$ cat src/rtl/tcb_arb_if.sv
`default_nettype none
// +----------------------------------------------------------------------+
// | Module      : tcb_arb_if                                             |
// | Description : TCB request/response bundle between a manager and a    |
// |               subordinate.                                           |
// | Revision    : 1.0                                                    |
// +----------------------------------------------------------------------+
interface tcb_arb_if #(
  parameter int AW = 15,
  parameter int DW = 32,
  parameter int BW = DW/8
);
  logic          vld;
  logic          wen;
  logic [AW-1:0] adr;
  logic [BW-1:0] ben;
  logic [DW-1:0] wdt;
  logic [DW-1:0] rdt;
  logic          rdy;

  modport master (output vld, wen, adr, ben, wdt, input  rdt, rdy);
  modport slave  (input  vld, wen, adr, ben, wdt, output rdt, rdy);
endinterface
`default_nettype wire

$ cat src/rtl/tcb_arb.sv
`default_nettype none
// +----------------------------------------------------------------------+
// | Module      : tcb_arb                                                |
// | Description : Two-manager to one-subordinate TCB round-robin arbiter |
// |               with stall locking and read-data return routing.       |
// | Revision    : 1.0                                                    |
// +----------------------------------------------------------------------+
module tcb_arb #(
  parameter int AW  = 15,
  parameter int DW  = 32,
  parameter int BW  = DW/8,
  parameter int RLY = 1
) (
  input  logic      clk,
  input  logic      rst,
  tcb_arb_if.slave  s0,
  tcb_arb_if.slave  s1,
  tcb_arb_if.master m
);

  logic          r_pri;
  logic          r_lck;
  logic          r_gnt_q;
  logic          w_gnt;
  logic          w_vld;
  logic          w_hs;
  logic          w_sel;
  logic          w_wen;
  logic [AW-1:0] w_adr;
  logic [BW-1:0] w_ben;
  logic [DW-1:0] w_wdt;

  // With a single requester the grant follows it; the pointer only breaks ties.
  always_comb begin
    w_gnt = r_pri;
    if (r_lck) begin
      w_gnt = r_gnt_q;
    end else if (s0.vld ^ s1.vld) begin
      w_gnt = s1.vld;
    end
  end

  assign w_vld = w_gnt ? s1.vld : s0.vld;
  assign w_wen = w_gnt ? s1.wen : s0.wen;
  assign w_adr = w_gnt ? s1.adr : s0.adr;
  assign w_ben = w_gnt ? s1.ben : s0.ben;
  assign w_wdt = w_gnt ? s1.wdt : s0.wdt;

  assign m.vld = rst & w_vld;
  assign m.wen = w_wen;
  assign m.adr = w_adr;
  assign m.ben = w_ben;
  assign m.wdt = w_wdt;

  assign s0.rdy = rst & ~w_gnt & m.rdy;
  assign s1.rdy = rst &  w_gnt & m.rdy;

  assign w_hs = m.vld & m.rdy;

  always_ff @(posedge clk or negedge rst) begin
    if (!rst) begin
      r_pri   <= 1'b0;
      r_lck   <= 1'b0;
      r_gnt_q <= 1'b0;
    end else if (w_hs) begin
      r_pri   <= ~w_gnt;
      r_lck   <= 1'b0;
    end else if (m.vld) begin
      r_lck   <= 1'b1;
      r_gnt_q <= w_gnt;
    end
  end

  // Read data follows the transfer owner: remembered for one cycle when
  // the subordinate has a registered read, or the live grant otherwise.
  generate
    if (RLY == 0) begin : g_rly0
      assign w_sel = w_gnt;
    end else begin : g_rly1
      logic r_rsp;
      always_ff @(posedge clk or negedge rst) begin
        if (!rst) begin
          r_rsp <= 1'b0;
        end else if (w_hs) begin
          r_rsp <= w_gnt;
        end
      end
      assign w_sel = r_rsp;
    end
  endgenerate

  assign s0.rdt = (rst & ~w_sel) ? m.rdt : '0;
  assign s1.rdt = (rst &  w_sel) ? m.rdt : '0;

endmodule
`default_nettype wire
$ cat src/flat_wrapper.sv
// flat-port wrapper written by rule: the top's interface ports become plain ports
module tcb_arb_flat 
#(
  parameter int AW  = 15,
  parameter int DW  = 32,
  parameter int BW  = DW/8,
  parameter int RLY = 1
)
  (clk, rst, s0_vld, s0_wen, s0_adr, s0_ben, s0_wdt, s0_rdt, s0_rdy, s1_vld, s1_wen, s1_adr, s1_ben, s1_wdt, s1_rdt, s1_rdy, m_vld, m_wen, m_adr, m_ben, m_wdt, m_rdt, m_rdy);
  tcb_arb_if #(.AW(AW), .DW(DW), .BW(BW)) s0_i ();
  tcb_arb_if #(.AW(AW), .DW(DW), .BW(BW)) s1_i ();
  tcb_arb_if #(.AW(AW), .DW(DW), .BW(BW)) m_i ();
  input  logic clk;
  input  logic rst;
  input wire logic [$bits(s0_i.vld)-1:0] s0_vld;
  input wire logic [$bits(s0_i.wen)-1:0] s0_wen;
  input wire logic [$bits(s0_i.adr)-1:0] s0_adr;
  input wire logic [$bits(s0_i.ben)-1:0] s0_ben;
  input wire logic [$bits(s0_i.wdt)-1:0] s0_wdt;
  output wire logic [$bits(s0_i.rdt)-1:0] s0_rdt;
  output wire logic [$bits(s0_i.rdy)-1:0] s0_rdy;
  input wire logic [$bits(s1_i.vld)-1:0] s1_vld;
  input wire logic [$bits(s1_i.wen)-1:0] s1_wen;
  input wire logic [$bits(s1_i.adr)-1:0] s1_adr;
  input wire logic [$bits(s1_i.ben)-1:0] s1_ben;
  input wire logic [$bits(s1_i.wdt)-1:0] s1_wdt;
  output wire logic [$bits(s1_i.rdt)-1:0] s1_rdt;
  output wire logic [$bits(s1_i.rdy)-1:0] s1_rdy;
  output wire logic [$bits(m_i.vld)-1:0] m_vld;
  output wire logic [$bits(m_i.wen)-1:0] m_wen;
  output wire logic [$bits(m_i.adr)-1:0] m_adr;
  output wire logic [$bits(m_i.ben)-1:0] m_ben;
  output wire logic [$bits(m_i.wdt)-1:0] m_wdt;
  input wire logic [$bits(m_i.rdt)-1:0] m_rdt;
  input wire logic [$bits(m_i.rdy)-1:0] m_rdy;
  assign s0_i.vld = s0_vld;
  assign s0_i.wen = s0_wen;
  assign s0_i.adr = s0_adr;
  assign s0_i.ben = s0_ben;
  assign s0_i.wdt = s0_wdt;
  assign s0_rdt = s0_i.rdt;
  assign s0_rdy = s0_i.rdy;
  assign s1_i.vld = s1_vld;
  assign s1_i.wen = s1_wen;
  assign s1_i.adr = s1_adr;
  assign s1_i.ben = s1_ben;
  assign s1_i.wdt = s1_wdt;
  assign s1_rdt = s1_i.rdt;
  assign s1_rdy = s1_i.rdy;
  assign m_vld = m_i.vld;
  assign m_wen = m_i.wen;
  assign m_adr = m_i.adr;
  assign m_ben = m_i.ben;
  assign m_wdt = m_i.wdt;
  assign m_i.rdt = m_rdt;
  assign m_i.rdy = m_rdy;
  tcb_arb #(.AW(AW), .DW(DW), .BW(BW), .RLY(RLY)) u_core (.clk(clk), .rst(rst), .s0(s0_i), .s1(s1_i), .m(m_i));
endmodule
$ cat config.mk
export PLATFORM = sky130hd
export DESIGN_NAME = tcb_arb_flat
export DESIGN_NICKNAME = d
export VERILOG_FILES = /design/src/rtl/tcb_arb_if.sv /design/src/rtl/tcb_arb.sv /design/src/flat_wrapper.sv
export SDC_FILE = /design/constraint.sdc
export NUM_CORES = 1
export LEC_CHECK = 0
export ABC_AREA = 1
export BUFFER_PORTS_ARGS = -buffer_cell sky130_fd_sc_hd__buf_2
export CELL_PAD_IN_SITES_DETAIL_PLACEMENT = 1
export CELL_PAD_IN_SITES_GLOBAL_PLACEMENT = 2
export CORE_MARGIN = 4
export CORE_UTILIZATION = 10
export CTS_BUF_LIST = sky130_fd_sc_hd__clkbuf_4
export DETAILED_ROUTE_END_ITERATION = 10
export GPL_ROUTABILITY_DRIVEN = 0
export GPL_TIMING_DRIVEN = 1
export PLACE_DENSITY = 0.95
export SYNTH_ARGS = -nofsm -noshare
export SYNTH_HDL_FRONTEND = slang
export SYNTH_SLANG_ARGS = --single-unit
$ cat constraint.sdc
create_clock -name clk -period 1.3 [get_ports clk]
set_input_delay 0.26 -clock clk [delete_from_list [all_inputs] [get_ports clk]]
set_output_delay 0.26 -clock clk [all_outputs]
set_load 0.02 [all_outputs]
* Yosys cells after proc, flatten, opt, wreduce, memory -nomap -nowiden
Cells that the tools add are included.
** Operators by class
- Multiplexer cells :: 11
- Bitwise operators :: 12
- Reduce and logical (&&, ||, !) cells :: 2
** Operators by type and width (number)
- 32-bit 2-to-1 mux :: 3
- 15-bit 2-to-1 mux :: 1
- 1-bit bitwise AND :: 8
- 1-bit 2-to-1 mux :: 6
- 4-bit 2-to-1 mux :: 1
- 1-bit inverter :: 3
- 2-bit AND reduction :: 1
- 2-bit nonzero test :: 1
- 1-bit bitwise XOR :: 1
** Word-level totals
- Register bits after elaboration :: 4
- Input port bits :: 141
- Output and inout bits :: 119
- Word-level logic and storage cells :: 29

* Longest topological paths before layout
- Depth after elaboration :: 8
- Depth in mapped cells :: 10
- Depth with buffers taken out :: 9

* Least setup slack after synthesis
OpenSTA, ideal clock, no wires.
- Kind :: reg2out
- Start :: reg u_core.r_pri
- End :: out s1_rdy
- Data arrival time :: 1.358 ns
- Required time :: 1.040 ns
- Path slack :: -0.318 ns
- Stages on the path, launching flop included :: 8
- Buffers on the path :: 1
- Cell sequence :: dfrtp_1 inv_1 a21oi_2 nand2_2 nand2_2 inv_2 buf_2 nor3_1
** Between the ends
- Word-level cells in the longest chain between the ends :: 4
** Ends and longest elaborated chain
- from (decl) :: line tcb_arb.sv:21 : logic r_pri;
- from (signal assigned) :: line tcb_arb.sv:66 : r_pri <= ~w_gnt;
- 1-bit 2-to-1 mux :: line tcb_arb.sv:38 : end else if (s0.vld ^ s1.vld) begin
- 1-bit 2-to-1 mux :: line tcb_arb.sv:36 : if (r_lck) begin
- 1-bit bitwise AND (2 in series) :: line tcb_arb.sv:56 : assign s1.rdy = rst & w_gnt & m.rdy;
- to (decl) :: line flat_wrapper.sv:28 : output wire logic [$bits(s1_i.rdy)-1:0] s1_rdy;
No other way between the ends.

* Worst setup path in the final report
- Start :: reg u_core.r_lck
- End :: out m_wdt[1]
** Between the ends
- Word-level cells in the longest chain between the ends :: 2
** Ends and longest elaborated chain
- from (decl) :: line tcb_arb.sv:22 : logic r_lck;
- from (signal assigned) :: line tcb_arb.sv:63 : r_lck <= 1'b0;
- from (signal assigned) :: line tcb_arb.sv:67 : r_lck <= 1'b0;
- from (signal assigned) :: line tcb_arb.sv:69 : r_lck <= 1'b1;
- 1-bit 2-to-1 mux :: line tcb_arb.sv:36
- 32-bit 2-to-1 mux :: line tcb_arb.sv:47 : assign w_wdt = w_gnt ? s1.wdt : s0.wdt;
- to (decl) :: line flat_wrapper.sv:33 : output wire logic [$bits(m_i.wdt)-1:0] m_wdt;
No other way between the ends.

==> impl_results.md <==
* Run status: finished with violations
* Failing checks: negative setup slack
* DRC violations left at 0
* Setup TNS at -39.98 ns
* Nets at 731
* I/O pin count at 260
* Data required time of the worst path at 1.04 ns
* Final setup margin at -0.487 ns
* Synthesized area per cell at between 4 and 5 sq um
* Die ar. at roughly 15000 sq um
* Max IR drop VDD at 0.000886 V
* CTS Sinks at 4
* TritonRoute pass-1 iters at 4
* P_leak at around 2.5 nW
* Multi-input logic area at 1640 sq um
* Cells after Synth at about 300
* Crit Path Category: flop to output pin
* Area growth syn-to-layout at 253%
* Drt via density at 3.90
* Register area share after synthesis at 7.67%
* Slowest library cell on the worst path: dfrtp_1
* Final wirelength at 11.4 mm
* Post-Place Cell Area at 3330 sq um
* Post-DRT Antenna Nets at 0
* Worst-Skew Late Latency at 0.23 ns
* Met3 wire length at ~1.1 mm
* Met1 wire length at 3.75 mm
* Maxcap violations at 0
* Unrepaired setup endpoints after global routing: true
* HPWL after detailed placement at ~7.7 mm
* GRT Overall Usage at 13.4%
* Met2 Routed Length at around 6.5 mm
* Vias in the first global route at between 3000 and 4000
* Row count at 41
* Via count at 2962
* Crit share post-route at 137%
* F_max at roughly 560 MHz
* Worst-case clock buffer depth at 2
* CP max FO at 14
* Antenna violations before repair at 0
* Gr ovfl total at 0
* Reg area at approximately 100 sq um
* Critical Path AT at 1.53 ns
* Fin. max-slew vios at 0
* # diodes at 0
* Power per cell area at 1820 nW/um^2
* Core Region at about 13000 sq um
* Yosys top cell area share at 48.6%
* CTS Buf Count at 3
* Cell taking the most area after synthesis: nand2_1
* Syn_nets at ~450
* Fin Clk Skew at 0.000873 ns
* Largest net degree at the start of global routing at 27
* CP Launch Type: flop
* Element type at the critical path end: output pin
* Setup Slack @ Placement at -0.323 ns
* # setup viols final at around 120
* Yosys cell types at 15
* Synth top area cells: nand2_1, nor2_1, inv_1, dfrtp_1, buf_2
* Worst stage delay on the critical path at 0.40 ns
* First-pass GRT wire length at around 16 mm
* Die Y at between 100 and 150 microns
* Fillers at 1612
* IO buf count at 259
* Syn Std Cell Area at 1310 sq um
* Clk pin slew, worst setup/hold paths at about 0.040 ns
* Initial DRC count at 54
* Fin crit period at 1.79 ns
* Clock root cell: clkbuf_4
* Synth Warn # at 0
* Worst hold path class: input pin to flop
* Hold Violations, Final at 0
* Die width at about 120 microns
* H-tree Lvls at 1
* Share of layout cells above drive strength 1 at 72.8%
* Initial Util at 10.3%
* Worst path most repeated cell: nand2_2
* Top Layer Used: met4
* Relative slew margins at 84.3%
* Final instance area at about 4600 sq um
* TritonCTS clock tree: done
* Worst hold margin at around 0.33 ns
* Wirelength per Cell at between 10 and 15 microns
* Crit-path cells: a21oi_2 > nand2_2 > nand2_4 > buf_8 > buf_12 > nand2_1 > nand2_2 > buf_6
* #FFs+latches synth at 4
* Slew @ Worst Pin at 0.235 ns
-- stage by stage --
stage | instances | utilization (%) | power (mW)
6_report | 760 | 36.2 | 8.36
5_1_grt | 760 | 36.2 | 8.97
4_1_cts | 762 | 33.7 | 7.94
3_5_place_dp | 745 | 26.2 | 5.94
3_3_place_gp | 745 | 26.2 | 5.89
2_1_floorplan | 308 | - | 3.98
-- repair_timing --
action | CTS | global route
cloned | 6 | 1
resized for setup | 222 | 96
pin swaps | 7 | 7
endpoints found under the setup margin | 123 | 123
buffers inserted | 7 | 1
hold buffers | 1 | 0
hold endpoints to repair | 4 | 0
-- layout by cell type, fill, tap and decap left out --
cell           instances
a21oi_2                1
clkbuf_16              1
inv_6                  1
or2_4                  1
clkbuf_4               3
nand2_4                1
buf_4                 17
buf_16                 5
nand2_8                1
buf_12                 7
buf_8                  4
nand2_1              113
nand3_4                1
inv_2                  3
nor3_4                 2
buf_6                108
nand2_2               56
nor2_4                64
nand3_1                5
dlygate4sd3_1          1
inv_1                 34
nand4_1                3
dfrtp_1                4
buf_2                152
-- final timing paths --
path                                            start                         endpoint  slack [ns]  cells after the start
max                          u_core.r_lck$_DFFE_PN0P_                         m_wdt[1]       -0.49                      8
min                                             m_rdy         u_core.r_pri$_DFFE_PN0P_        0.33                      3
max reg2reg                  u_core.r_lck$_DFFE_PN0P_  u_core.g_rly1.r_rsp$_DFFE_PN0P_       -0.06                      9
min reg2reg                u_core.r_gnt_q$_DFFE_PN0P_       u_core.r_gnt_q$_DFFE_PN0P_        0.48                      2
max in group asynchronous                         rst         u_core.r_pri$_DFFE_PN0P_        0.46                      3
min in group asynchronous                         rst         u_core.r_lck$_DFFE_PN0P_        0.65                      3
-- where the power goes --
group          leakage (nW)  internal (mW)  switching, mW
Sequential           0.0505          0.185         0.0484
Clock                0.0138          0.103         0.0483
Combinational          2.41           3.64           4.33
Total                  2.47           3.93           4.43
-- metal layers --
metal | vias up | GRT usage (%)
met5 | - | 0
met1 | 1353 | 13.6
met2 | 152 | 27.1
met4 | 0 | 1.75
met3 | 6 | 4.15
li1 | 1451 | -
-- sequential cells by signal, summed over array words and instances, names as in the netlist --
register and count:
u_core.g_rly1.r_rsp 1, u_core.r_pri 1, u_core.r_gnt_q 1, u_core.r_lck 1
-- cell usage after synthesis, drive strengths merged --
library cell / number
nor2: 64
buf: 14
a21oi: 1
dfrtp: 4
clkbuf: 4
nand4: 3
or2: 1
nand3: 6
nand2: 171
inv: 38
nor3: 2
-- worst max-delay path: cells and delay by family, from the launching register on --
family          cells  cell delay, ns
flops               1            0.40
buf+inv             3            0.39
simple gates        4            0.35
compound gates      1            0.13
-- logic make-up (layout without fill, tap and decap cells) --
group                  after synthesis  count (layout)  synth area share (%)
buffers and inverters               56             336                  18.7
AOI/OAI and AO/OA                    1               1                 0.671
and+or+nand+nor                    247             247                  73.0
DFF                                  4               4                  7.67
-- cell type report --
type                    count  share of cell area, %
clock buffers               3                  0.490
well taps                 172                   4.68
multi-input cells         248                   35.6
inverters                  38                   3.21
repair buffers            295                   53.8
flip-flops and latches      4                   2.18
(Power assumes the default switching activity.)
